==> config.mk <==
export PLATFORM = sky130hd
export DESIGN_NAME = divider_seq
export DESIGN_NICKNAME = d
export VERILOG_FILES = /design/src/rtl/div_defs.sv /design/src/rtl/div_step.sv /design/src/rtl/divider_seq.sv
export SDC_FILE = /design/constraint.sdc
export NUM_CORES = 1
export LEC_CHECK = 0
export ABC_CLOCK_PERIOD_IN_PS = 2800
export BUFFER_PORTS_ARGS = -buffer_cell sky130_fd_sc_hd__buf_2
export CAP_MARGIN = 20
export CORE_ASPECT_RATIO = 1.5
export CORE_UTILIZATION = 50
export CTS_CLUSTER_DIAMETER = 150
export DETAILED_ROUTE_END_ITERATION = 10
export PLACE_DENSITY = 0.73
export RECOVER_POWER = 25
export SETUP_SLACK_MARGIN = 0.2
export SLEW_MARGIN = 20
export SYNTH_ARGS = -nofsm -noshare
export SYNTH_HDL_FRONTEND = slang
export SYNTH_HIERARCHICAL = 1
export SYNTH_SLANG_ARGS = --single-unit
==> constraint.sdc <==
create_clock -name clk -period 2.8 [get_ports clk]
set_input_delay 0.42 -clock clk [delete_from_list [all_inputs] [get_ports clk]]
set_output_delay 0.42 -clock clk [all_outputs]
set_load 0.1 [all_outputs]
==> src/rtl/div_defs.sv <==
// Shared definitions for the sequential signed divider: datapath width,
// FSM encoding and the saturation values driven on quotient overflow.
package div_defs;
  localparam int BIT = 16;

  typedef enum logic [1:0] {IDLE, CALC, FIX, DONE} state_t;

  localparam logic [BIT-1:0] SAT_POS = {1'b0, {(BIT-1){1'b1}}};
  localparam logic [BIT-1:0] SAT_NEG = {1'b1, {(BIT-1){1'b0}}};
endpackage

==> src/rtl/div_step.sv <==
// One combinational restoring-division step: shift the next dividend bit into
// the partial remainder, subtract the divisor if it fits, emit the quotient bit.
module div_step #(
  parameter int W = 16
) (
  input  logic [W-1:0] rem_in,
  input  logic         bit_in,
  input  logic [W-1:0] dvs,
  output logic [W-1:0] rem_out,
  output logic         q_bit
);
  logic [W:0] trial;

  // rem_in < dvs always holds, so the trial value is below 2*dvs and the
  // difference fits in W bits; the subtraction can be done modulo 2^W.
  always_comb begin
    trial   = {rem_in, bit_in};
    q_bit   = (trial >= {1'b0, dvs});
    rem_out = q_bit ? (trial[W-1:0] - dvs) : trial[W-1:0];
  end
endmodule

==> src/rtl/divider_seq.sv <==
// Sequential signed divider (2*BIT / BIT): sign-magnitude front end, BIT-cycle
// restoring core, sign fix-up with saturation and divide-by-zero reporting.
module divider_seq #(
  parameter int BIT = div_defs::BIT
) (
  input  logic             clk,
  input  logic             rst,
  input  logic             in_valid,
  output logic             in_ready,
  input  logic [2*BIT-1:0] dividend,
  input  logic [BIT-1:0]   divisor,
  output logic             out_valid,
  input  logic             out_ready,
  output logic [BIT-1:0]   quotient,
  output logic [BIT-1:0]   remainder,
  output logic             ovf,
  output logic             dbz
);
  import div_defs::state_t;
  import div_defs::IDLE;
  import div_defs::CALC;
  import div_defs::FIX;
  import div_defs::DONE;
  import div_defs::SAT_POS;
  import div_defs::SAT_NEG;

  localparam int CW = (BIT > 1) ? $clog2(BIT) : 1;

  state_t           state_q, state_d;
  logic [CW-1:0]    cnt_q, cnt_d;
  logic [BIT-1:0]   rem_q, rem_d;
  logic [BIT-1:0]   lo_q, lo_d;
  logic [BIT-1:0]   dvs_q, dvs_d;
  logic             sq_q, sq_d;
  logic             sr_q, sr_d;
  logic             pre_q, pre_d;
  logic             zero_q, zero_d;
  logic [BIT-1:0]   quo_q, quo_d;
  logic [BIT-1:0]   rmd_q, rmd_d;
  logic             ovf_q, ovf_d;
  logic             dbz_q, dbz_d;

  logic [2*BIT-1:0] abs_dvd;
  logic [BIT-1:0]   abs_dvs;
  logic [BIT-1:0]   step_rem;
  logic             step_q;
  logic             post_ovf;

  // Magnitudes are unsigned, so the most negative inputs map to 2^(N-1) exactly.
  assign abs_dvd = dividend[2*BIT-1] ? (~dividend + 1'b1) : dividend;
  assign abs_dvs = divisor[BIT-1]    ? (~divisor + 1'b1)  : divisor;

  // lo_q shifts dividend bits out of its MSB while quotient bits enter its LSB.
  div_step #(.W(BIT)) u_step (
    .rem_in  (rem_q),
    .bit_in  (lo_q[BIT-1]),
    .dvs     (dvs_q),
    .rem_out (step_rem),
    .q_bit   (step_q)
  );

  // A negative result may reach one more magnitude step than a positive one.
  assign post_ovf = sq_q ? (lo_q > SAT_NEG) : (lo_q > SAT_POS);

  assign in_ready  = (state_q == IDLE);
  assign out_valid = (state_q == DONE);
  assign quotient  = quo_q;
  assign remainder = rmd_q;
  assign ovf       = ovf_q;
  assign dbz       = dbz_q;

  always_comb begin
    state_d = state_q;
    cnt_d   = cnt_q;
    rem_d   = rem_q;
    lo_d    = lo_q;
    dvs_d   = dvs_q;
    sq_d    = sq_q;
    sr_d    = sr_q;
    pre_d   = pre_q;
    zero_d  = zero_q;
    quo_d   = quo_q;
    rmd_d   = rmd_q;
    ovf_d   = ovf_q;
    dbz_d   = dbz_q;
    unique case (state_q)
      IDLE: begin
        if (in_valid) begin
          dvs_d  = abs_dvs;
          rem_d  = abs_dvd[2*BIT-1:BIT];
          lo_d   = abs_dvd[BIT-1:0];
          sq_d   = dividend[2*BIT-1] ^ divisor[BIT-1];
          sr_d   = dividend[2*BIT-1];
          cnt_d  = '0;
          zero_d = (divisor == '0);
          pre_d  = (divisor != '0) && (abs_dvd[2*BIT-1:BIT] >= abs_dvs);
          // The divide-by-zero result reports the raw low dividend bits.
          if (divisor == '0) rem_d = dividend[BIT-1:0];
          state_d = ((divisor == '0) || (abs_dvd[2*BIT-1:BIT] >= abs_dvs)) ? FIX : CALC;
        end
      end
      CALC: begin
        rem_d = step_rem;
        lo_d  = {lo_q[BIT-2:0], step_q};
        cnt_d = cnt_q + 1'b1;
        if (cnt_q == CW'(BIT-1)) begin
          cnt_d   = '0;
          state_d = FIX;
        end
      end
      FIX: begin
        if (zero_q) begin
          quo_d = '0;
          rmd_d = rem_q;
          ovf_d = 1'b0;
          dbz_d = 1'b1;
        end else if (pre_q || post_ovf) begin
          quo_d = sq_q ? SAT_NEG : SAT_POS;
          rmd_d = '0;
          ovf_d = 1'b1;
          dbz_d = 1'b0;
        end else begin
          quo_d = sq_q ? (~lo_q + 1'b1) : lo_q;
          rmd_d = sr_q ? (~rem_q + 1'b1) : rem_q;
          ovf_d = 1'b0;
          dbz_d = 1'b0;
        end
        state_d = DONE;
      end
      DONE: begin
        if (out_ready) state_d = IDLE;
      end
      default: state_d = IDLE;
    endcase
  end

  always_ff @(posedge clk or posedge rst) begin
    if (rst) begin
      state_q <= IDLE;
      cnt_q   <= '0;
      rem_q   <= '0;
      lo_q    <= '0;
      dvs_q   <= '0;
      sq_q    <= 1'b0;
      sr_q    <= 1'b0;
      pre_q   <= 1'b0;
      zero_q  <= 1'b0;
      quo_q   <= '0;
      rmd_q   <= '0;
      ovf_q   <= 1'b0;
      dbz_q   <= 1'b0;
    end else begin
      state_q <= state_d;
      cnt_q   <= cnt_d;
      rem_q   <= rem_d;
      lo_q    <= lo_d;
      dvs_q   <= dvs_d;
      sq_q    <= sq_d;
      sr_q    <= sr_d;
      pre_q   <= pre_d;
      zero_q  <= zero_d;
      quo_q   <= quo_d;
      rmd_q   <= rmd_d;
      ovf_q   <= ovf_d;
      dbz_q   <= dbz_d;
    end
  end
endmodule
==> results of run 1 <==
[how the worst min path moves through the flow]
stage                    start           end  depth (start not counted)
floorplan            dvs_q[10]     dvs_q[10]                          2
global placement      dvs_q[2]      dvs_q[2]                          2
detailed placement    dvs_q[4]      dvs_q[4]                          2
CTS                        rst  remainder[6]                          3
global route        divisor[0]      dvs_q[0]                          3
finish              divisor[0]      dvs_q[0]                          3
[flip-flops by register name (all words and copies together) (netlist names)]
signal	count
cnt_q	4
dbz	1
dvs_q	16
lo_q	16
ovf	1
pre_q	1
quotient	16
rem_q	16
remainder	16
sq_q	1
sr_q	1
state_q	2
zero_q	1
[metal layers]
layer | up-vias | wire length, um | global-route usage
li1 | 3934 | - | -
met1 | 3968 | 9746 | 0.3476
met2 | 396 | 13600 | 0.5818
met3 | 148 | 1561 | 0.04357
met4 | 0 | 2181 | 0.2497
met5 | - | 0 | 0
[timing repair]
action | CTS | global route
setup endpoints to repair | 20 | 47
hold buffers | 0 | 0
gates resized for setup | 73 | 39
buffers inserted | 16 | 12
pin swaps | 32 | 22
[per-stage QoR]
stage	util	TNS (ns)	setup slack, ns	total power (uW)	cells
after CTS	0.6932	-0.5018	-0.1549	13410	1380
final	0.7112	-1.339	-0.2767	14100	1392
after detailed placement	0.6434	-2.701	-0.7052	11520	1348
after floorplan	-	-0.9184	-0.3345	9057	943
after global routing	0.7112	-2.237	-0.3350	14870	1392
after global placement	0.6434	-2.346	-0.6382	11330	1348
[worst min-delay path, cell delays in order]
cell	delay (ns)
buf_2	0.14
inv_1	0.07
o21ai_0	0.08
[layout make-up]
type / instances / area (um2) / area share
Inverter: 71 / 285.3 / 0.02637
Clock buffer: 10 / 239.0 / 0.02209
Timing Repair Buffer: 292 / 2079 / 0.1922
Clock inverter: 6 / 48.80 / 0.004511
Multi-Input combinational cell: 722 / 5612 / 0.5188
Sequential cell: 92 / 2303 / 0.2130
Tap cell: 199 / 249.0 / 0.02302
[cells in the final DEF, fill, tap and decap left out, types with 35 or more instances in the layout]
cell | netlist | layout
buf_4 | 2 | 188
dfrtp_1 | 92 | 91
buf_2 | 2 | 81
nand2_1 | 82 | 80
o21ai_0 | 80 | 72
inv_1 | 70 | 63
nor2_1 | 59 | 57
xor2_1 | 42 | 42
a21oi_1 | 47 | 39
xnor2_1 | 37 | 35
[power by group]
part           internal, uW  leakage, uW  switching (uW)
sequential             1950      0.00113             518
combinational          4210      0.00360            6240
clock                   633     0.000131             551
[cell families (layout without fill, tap and decap cells)]
logic type	Yosys count	count (layout)	synth area share
buffers and inverters	129	379	0.07487
AOI/OAI and AO/OA	287	287	0.2453
muxes	31	31	0.04572
DFF	92	92	0.2931
adders and majority gates	42	42	0.06787
and+or+nand+nor	283	283	0.1850
xor gates and xnor gates	79	79	0.08810
==> out/results.txt, run 1 <==
CP Max Fanout = 6
Avg Cell Area, Syn = 8.329 um2
first-pass GRT wire length = 41.35 mm
leakage = 0.004856 uW
CORE AREA = 0.01521 mm2
number of synthesized flops with an enable pin = 0
initial antenna violation count = 0
placed inst area = 0.009786 mm2
CP Buf/Inv Count = 1
total of max-cap violations = 1
run status = finished, violations left
synthesized instance count = 943
FFs w/ async S/R, synth = 1.000
sequential fraction of the synthesis area = 0.2931
total grt overflow = 0
Pwr Density = 1304 mW/mm2
WP depth = 12
share of layout cells above drive strength 1 = 0.3630
ANT nets after route = 0
CTS root buf = clkbuf_16
post-route cell area = 0.01082 mm2
DRT iter0 DRCs = 647
Seq cells post-synth = 92
crit share post-route = 1.099
Die H = 155.5 um
Least-Margin Pin Slew = 2.304 ns
CTS Sinks = 92
vias = 8,446
Clock Pin Slew Worst Setup and Hold Paths = 0.07 ns
CP Launch Type = input pin
crit path setup slack, layout = -0.2767 ns
Yosys cell types = 81
Initial Util = 0.5164
Rows = 55
CTS buffer count = 9
Final HPWL DP = 19.67 mm
Residual DRC = 0
Routed wire per std cell = 19.46 um
Die X = 104.3 um
arrival time at the worst endpoint = 3.30 ns
nets = 1,282
Synth top area share = 0.2931
drt via density = 6.068
Yosys warnings = 6
RSZ-0062 raised after global routing = yes
Rel. slew slack = -0.5363
reg-to-reg endpoint = rem_q[14]
CP Capture Type = register
flop2flop setup slack = -0.22 ns
final wirelength = 27.09 mm
syn_nets = 1,037
Slew Limit Fails = 93
Achievable Freq = 0.3250 GHz
ys flop type = dfrtp_1
WS Path Type = input pin to register
Area contributors post-synth = dfrtp_1 29%, ha_1 6.5%, o21ai_0 5.1%, xor2_1 4.7%, xnor2_1 4.1%
critical path's largest stage delay = 0.54 ns
worst setup path start = dividend[4]
gr usage total = 0.3261
min cycle time layout = 3.077 ns
worst skew pair latency = 0.35 ns
failing checks = max-capacitance violations, max-slew violations, negative setup slack
TritonCTS clock tree = yes
CTS max path bufs = 2
synth-to-layout area growth = 37.72%
Antenna Cells = 0
Ports = 88
gpl congestion = 0.9181
crit-path cells = buf_6 -> or4_4 -> or2_4 -> or3_4 -> o21ai_2 -> xnor2_1 -> ha_1 -> a21o_1 -> a21oi_2 -> o31a_1 -> a22oi_2 -> a22o_1
count of final setup violators = 10
R2R cell count = 12
Max VDD drop = 0.7734 mV
Post-Route Skew = 0.007640 ns
Synth area leader = dfrtp_1
Max stage delay cell, worst path = or4_4
H-Tree Depth = 3
Setup crit end = pre_q
critical path required time = 3.03 ns
final hold violations = 0
DIE AREA = 0.01622 mm2
Min Hold Slack = 0.4098 ns
TritonRoute pass-1 iters = 6
mapped cell area = 0.007854 mm2
vias in the first global route = 8,172
largest net degree at the start of global routing = 93
synth cell count leaders = 92 x dfrtp_1, 82 x nand2_1, 80 x o21ai_0
most common cell in the netlist = dfrtp_1
fillers = 1,185
Worst R2R Start = rem_q[0]
Crit path max-delay family = simple AND/OR/NAND/NOR gates
Hold Crit Class = input pin to register
Buffers on Ports = 87
No activity file was read; power rests on OpenSTA's default activity.
==> inputs of run 2 (changes only) <==
Settings changed: ABC_AREA from default to 1, PLACE_DENSITY 0.73 to 0.72.
==> run 2 against run 1 <==
  * The run now ends clean
  * Fmax increased by 28%
  * Clock-buffer cell count up 1
  * Non-clock buffer count shrank 177
  * Die area grew 2.0%
  * Register-to-register slack gained 0.62 ns
  * Sequential cell count stayed put
  * Critical path depth is 2 higher
==> out/results.txt, run 2 <==
reg-to-reg endpoint = rem_q[1] (was rem_q[14])
nets = 1,451 (was 1,282)
crit path setup slack, layout = 0.3995 ns (was -0.2767 ns)
first-pass GRT wire length = 37.72 mm (was 41.35 mm)
DRT iter0 DRCs = 510 (was 647)
min cycle time layout = 2.401 ns (was 3.077 ns)
Rel. slew slack = 0.4650 (was -0.5363)
synthesized instance count = 1,266 (was 943)
grt met1 use = 0.3433 (was 0.3476)
met2 usage in global routing = 0.5144 (was 0.5818)
CTS Sinks = 92 (unchanged)
fillers = 1,577 (was 1,185)
worst setup path start = rem_q[2] (was dividend[4])
DIE AREA = 0.01655 mm2 (was 0.01622 mm2)
Clock Pin Slew Worst Setup and Hold Paths = 0.06 ns (was 0.07 ns)
drt via density = 5.284 (was 6.068)
gpl congestion = 0.9589 (was 0.9181)
final wirelength = 23.34 mm (was 27.09 mm)
Most Used Layer, Global Route = met2 (unchanged)
commonest non-fill, non-tap cell in the layout = nand2_1 (was buf_4)
CP Capture Type = register (unchanged)
# placed instances = 1,548 (was 1,348)
Pwr Density = 1310 mW/mm2 (was 1304 mW/mm2)
Worst R2R Start = rem_q[2] (was rem_q[0])
Initial Util = 0.5131 (was 0.5164)
vias = 8,269 (was 8,446)
flop2flop setup slack = 0.40 ns (was -0.22 ns)
Rows = 56 (was 55)
final hold violations = 0 (unchanged)
Seq cells post-synth = 92 (unchanged)
Yosys warnings = 6 (unchanged)
commonest non-fill, non-tap cells in the layout = 410 x nand2_1, 161 x inv_1, 140 x nor2_1, 90 x dfrtp_1, 87 x buf_2 (was 188 x buf_4, 91 x dfrtp_1, 81 x buf_2, 80 x nand2_1, 72 x o21ai_0)
largest net degree at the start of global routing = 93 (unchanged)
Avg Cell Area, Syn = 6.332 um2 (was 8.329 um2)
worst skew pair latency = 0.35 ns (about the same)
met3 Usage GRT = 0.02857 (was 0.04357)
total grt overflow = 0 (unchanged)
sequential fraction of the synthesis area = 0.2872 (was 0.2931)
Final HPWL DP = 18.55 mm (was 19.67 mm)
CP Max Fanout = 11 (was 6)
Die H = 157.1 um (was 155.5 um)
crit share post-route = 0.8573 (was 1.099)
Hold Crit Class = input pin to async pin (was input pin to register)
synth cell count leaders = 410 x nand2_1, 162 x inv_1, 141 x nor2_1 (was 92 x dfrtp_1, 82 x nand2_1, 80 x o21ai_0)
Area contributors post-synth = dfrtp_1 29%, nand2_1 19%, inv_1 7.6%, nor2_1 6.6%, ha_1 6.4% (was dfrtp_1 29%, ha_1 6.5%, o21ai_0 5.1%, xor2_1 4.7%, xnor2_1 4.1%)
gr usage total = 0.2920 (was 0.3261)
ys flop type = dfrtp_1 (unchanged)
Yosys cell types = 41 (was 81)
run status = complete, no violations (was finished, violations left)
CTS buffer count = 9 (unchanged)
Buffers on Ports = 87 (unchanged)
critical path required time = 3.07 ns (was 3.03 ns)
Die X = 105.4 um (was 104.3 um)
WS Path Type = register to register (was input pin to register)
mapped cell area = 0.008016 mm2 (was 0.007854 mm2)
R2R cell count = 14 (was 12)
Slew Limit Fails = 0 (was 93)
Max VDD drop = 0.9904 mV (was 0.7734 mV)
Synth area leader = dfrtp_1 (unchanged)
arrival time at the worst endpoint = 2.67 ns (was 3.30 ns)
TritonRoute pass-1 iters = 5 (was 6)
Synth top area share = 0.2872 (was 0.2931)
CP Launch Type = register (was input pin)
leakage = 0.004981 uW (was 0.004856 uW)
synth-to-layout area growth = 14.16% (was 37.72%)
Least-Margin Pin Slew = 0.8013 ns (was 2.304 ns)
fin cells = 1,565 (was 1,392)
hold_buf cts = 0 (unchanged)
most common cell in the netlist = nand2_1 (was dfrtp_1)
syn_nets = 1,360 (was 1,037)
pre-CTS setup slack = -0.06018 ns (was -0.7052 ns)
Routed wire per std cell = 14.91 um (was 19.46 um)
H-Tree Depth = 3 (unchanged)
Ports = 88 (unchanged)
Post-Route Skew = 0.007259 ns (was 0.007640 ns)
count of final setup violators = 0 (was 10)
CORE AREA = 0.01563 mm2 (was 0.01521 mm2)
CTS max path bufs = 2 (unchanged)
vias in the first global route = 7,743 (was 8,172)
initial antenna violation count = 0 (unchanged)
share of layout cells above drive strength 1 = 0.1432 (was 0.3630)
ANT nets after route = 0 (unchanged)
Residual DRC = 0 (unchanged)
Achievable Freq = 0.4166 GHz (was 0.3250 GHz)
Antenna Cells = 0 (unchanged)
CTS root buf = clkbuf_16 (unchanged)
total of max-cap violations = 0 (was 1)
RSZ-0062 raised after global routing = yes (unchanged)
number of synthesized flops with an enable pin = 0 (unchanged)
FFs w/ async S/R, synth = 1.000 (unchanged)
TritonCTS clock tree = yes (unchanged)
==> run 2: logic make-up (layout without fill, tap and decap cells) <==
kind of cell | Yosys count | count (layout) | synth area share
buf+inv | 202 | 298 | 0.1010
fa+ha+maj | 42 | 42 | 0.06649
simple gates | 713 | 713 | 0.3797
xor+xnor | 47 | 47 | 0.05135
compound gates | 170 | 170 | 0.1143
flops | 92 | 92 | 0.2872
==> run 2: cell type report <==
cell class / instances / area [um2] / share of cell area
timing repair buffer: 115 / 658.1 / 0.07192
sequential: 92 / 2305 / 0.2518
clock buffer: 11 / 232.7 / 0.02543
multi-input combinational: 972 / 5036 / 0.5503
clock inverter: 5 / 37.54 / 0.004102
inverter: 167 / 628.1 / 0.06864
tap: 203 / 254.0 / 0.02776
==> run 2: power by group <==
part / switching (uW) / internal, uW
sequential: 601 / 1940
clock: 517 / 605
combinational: 5830 / 2490
total: 6950 / 5040
==> run 2: worst max path at each step <==
stage / end / slack (ns) / cells after the start
6_report: rem_q[1] / 0.40 / 14
5_1_grt: state_q[0] / 0.15 / 19
4_1_cts: state_q[0] / 0.30 / 19
3_5_place_dp: state_q[0] / -0.06 / 19
3_3_place_gp: state_q[0] / 0.006 / 19
2_1_floorplan: state_q[0] / 0.32 / 19
==> run 2: routing by layer <==
metal  share of wire  up-vias
met5               0        -
met4           0.056        0
met3           0.051       84
met2            0.49      301
met1            0.41     3690
li1                -     4194
==> run 2: metrics by stage <==
step | setup TNS [ns] | area [um2] | hold WS (ns) | total power [uW] | utilization
detailed placement | -0.06018 | 8742 | 0.4614 | 10570 | 0.5595
CTS | 0 | 9012 | 0.2258 | 11730 | 0.5768
global route | 0 | 9151 | 0.2878 | 13060 | 0.5857
floorplan | 0 | 8020 | 0.4490 | 8902 | -
finish | 0 | 9151 | 0.2341 | 11990 | 0.5857
global placement | 0 | 8742 | 0.4602 | 10460 | 0.5595
==> run 2: critical path, cell delays in order, from the launching register on <==
cell,delay [ns]
dfrtp_1,0.48
ha_1,0.40
nand2_1,0.15
inv_1,0.05
nand2_1,0.08
nand2_1,0.05
nand2_1,0.09
nand3_2,0.09
nand2_2,0.09
nand2_4,0.11
o21ai_0,0.36
nor2_1,0.09
nor2_1,0.14
nand2_1,0.07
o21ai_0,0.06
==> run 2: repair_timing <==
item,in CTS,in global routing
endpoints found under the setup margin,0,18
buffers inserted,0,1
resized for setup,0,20
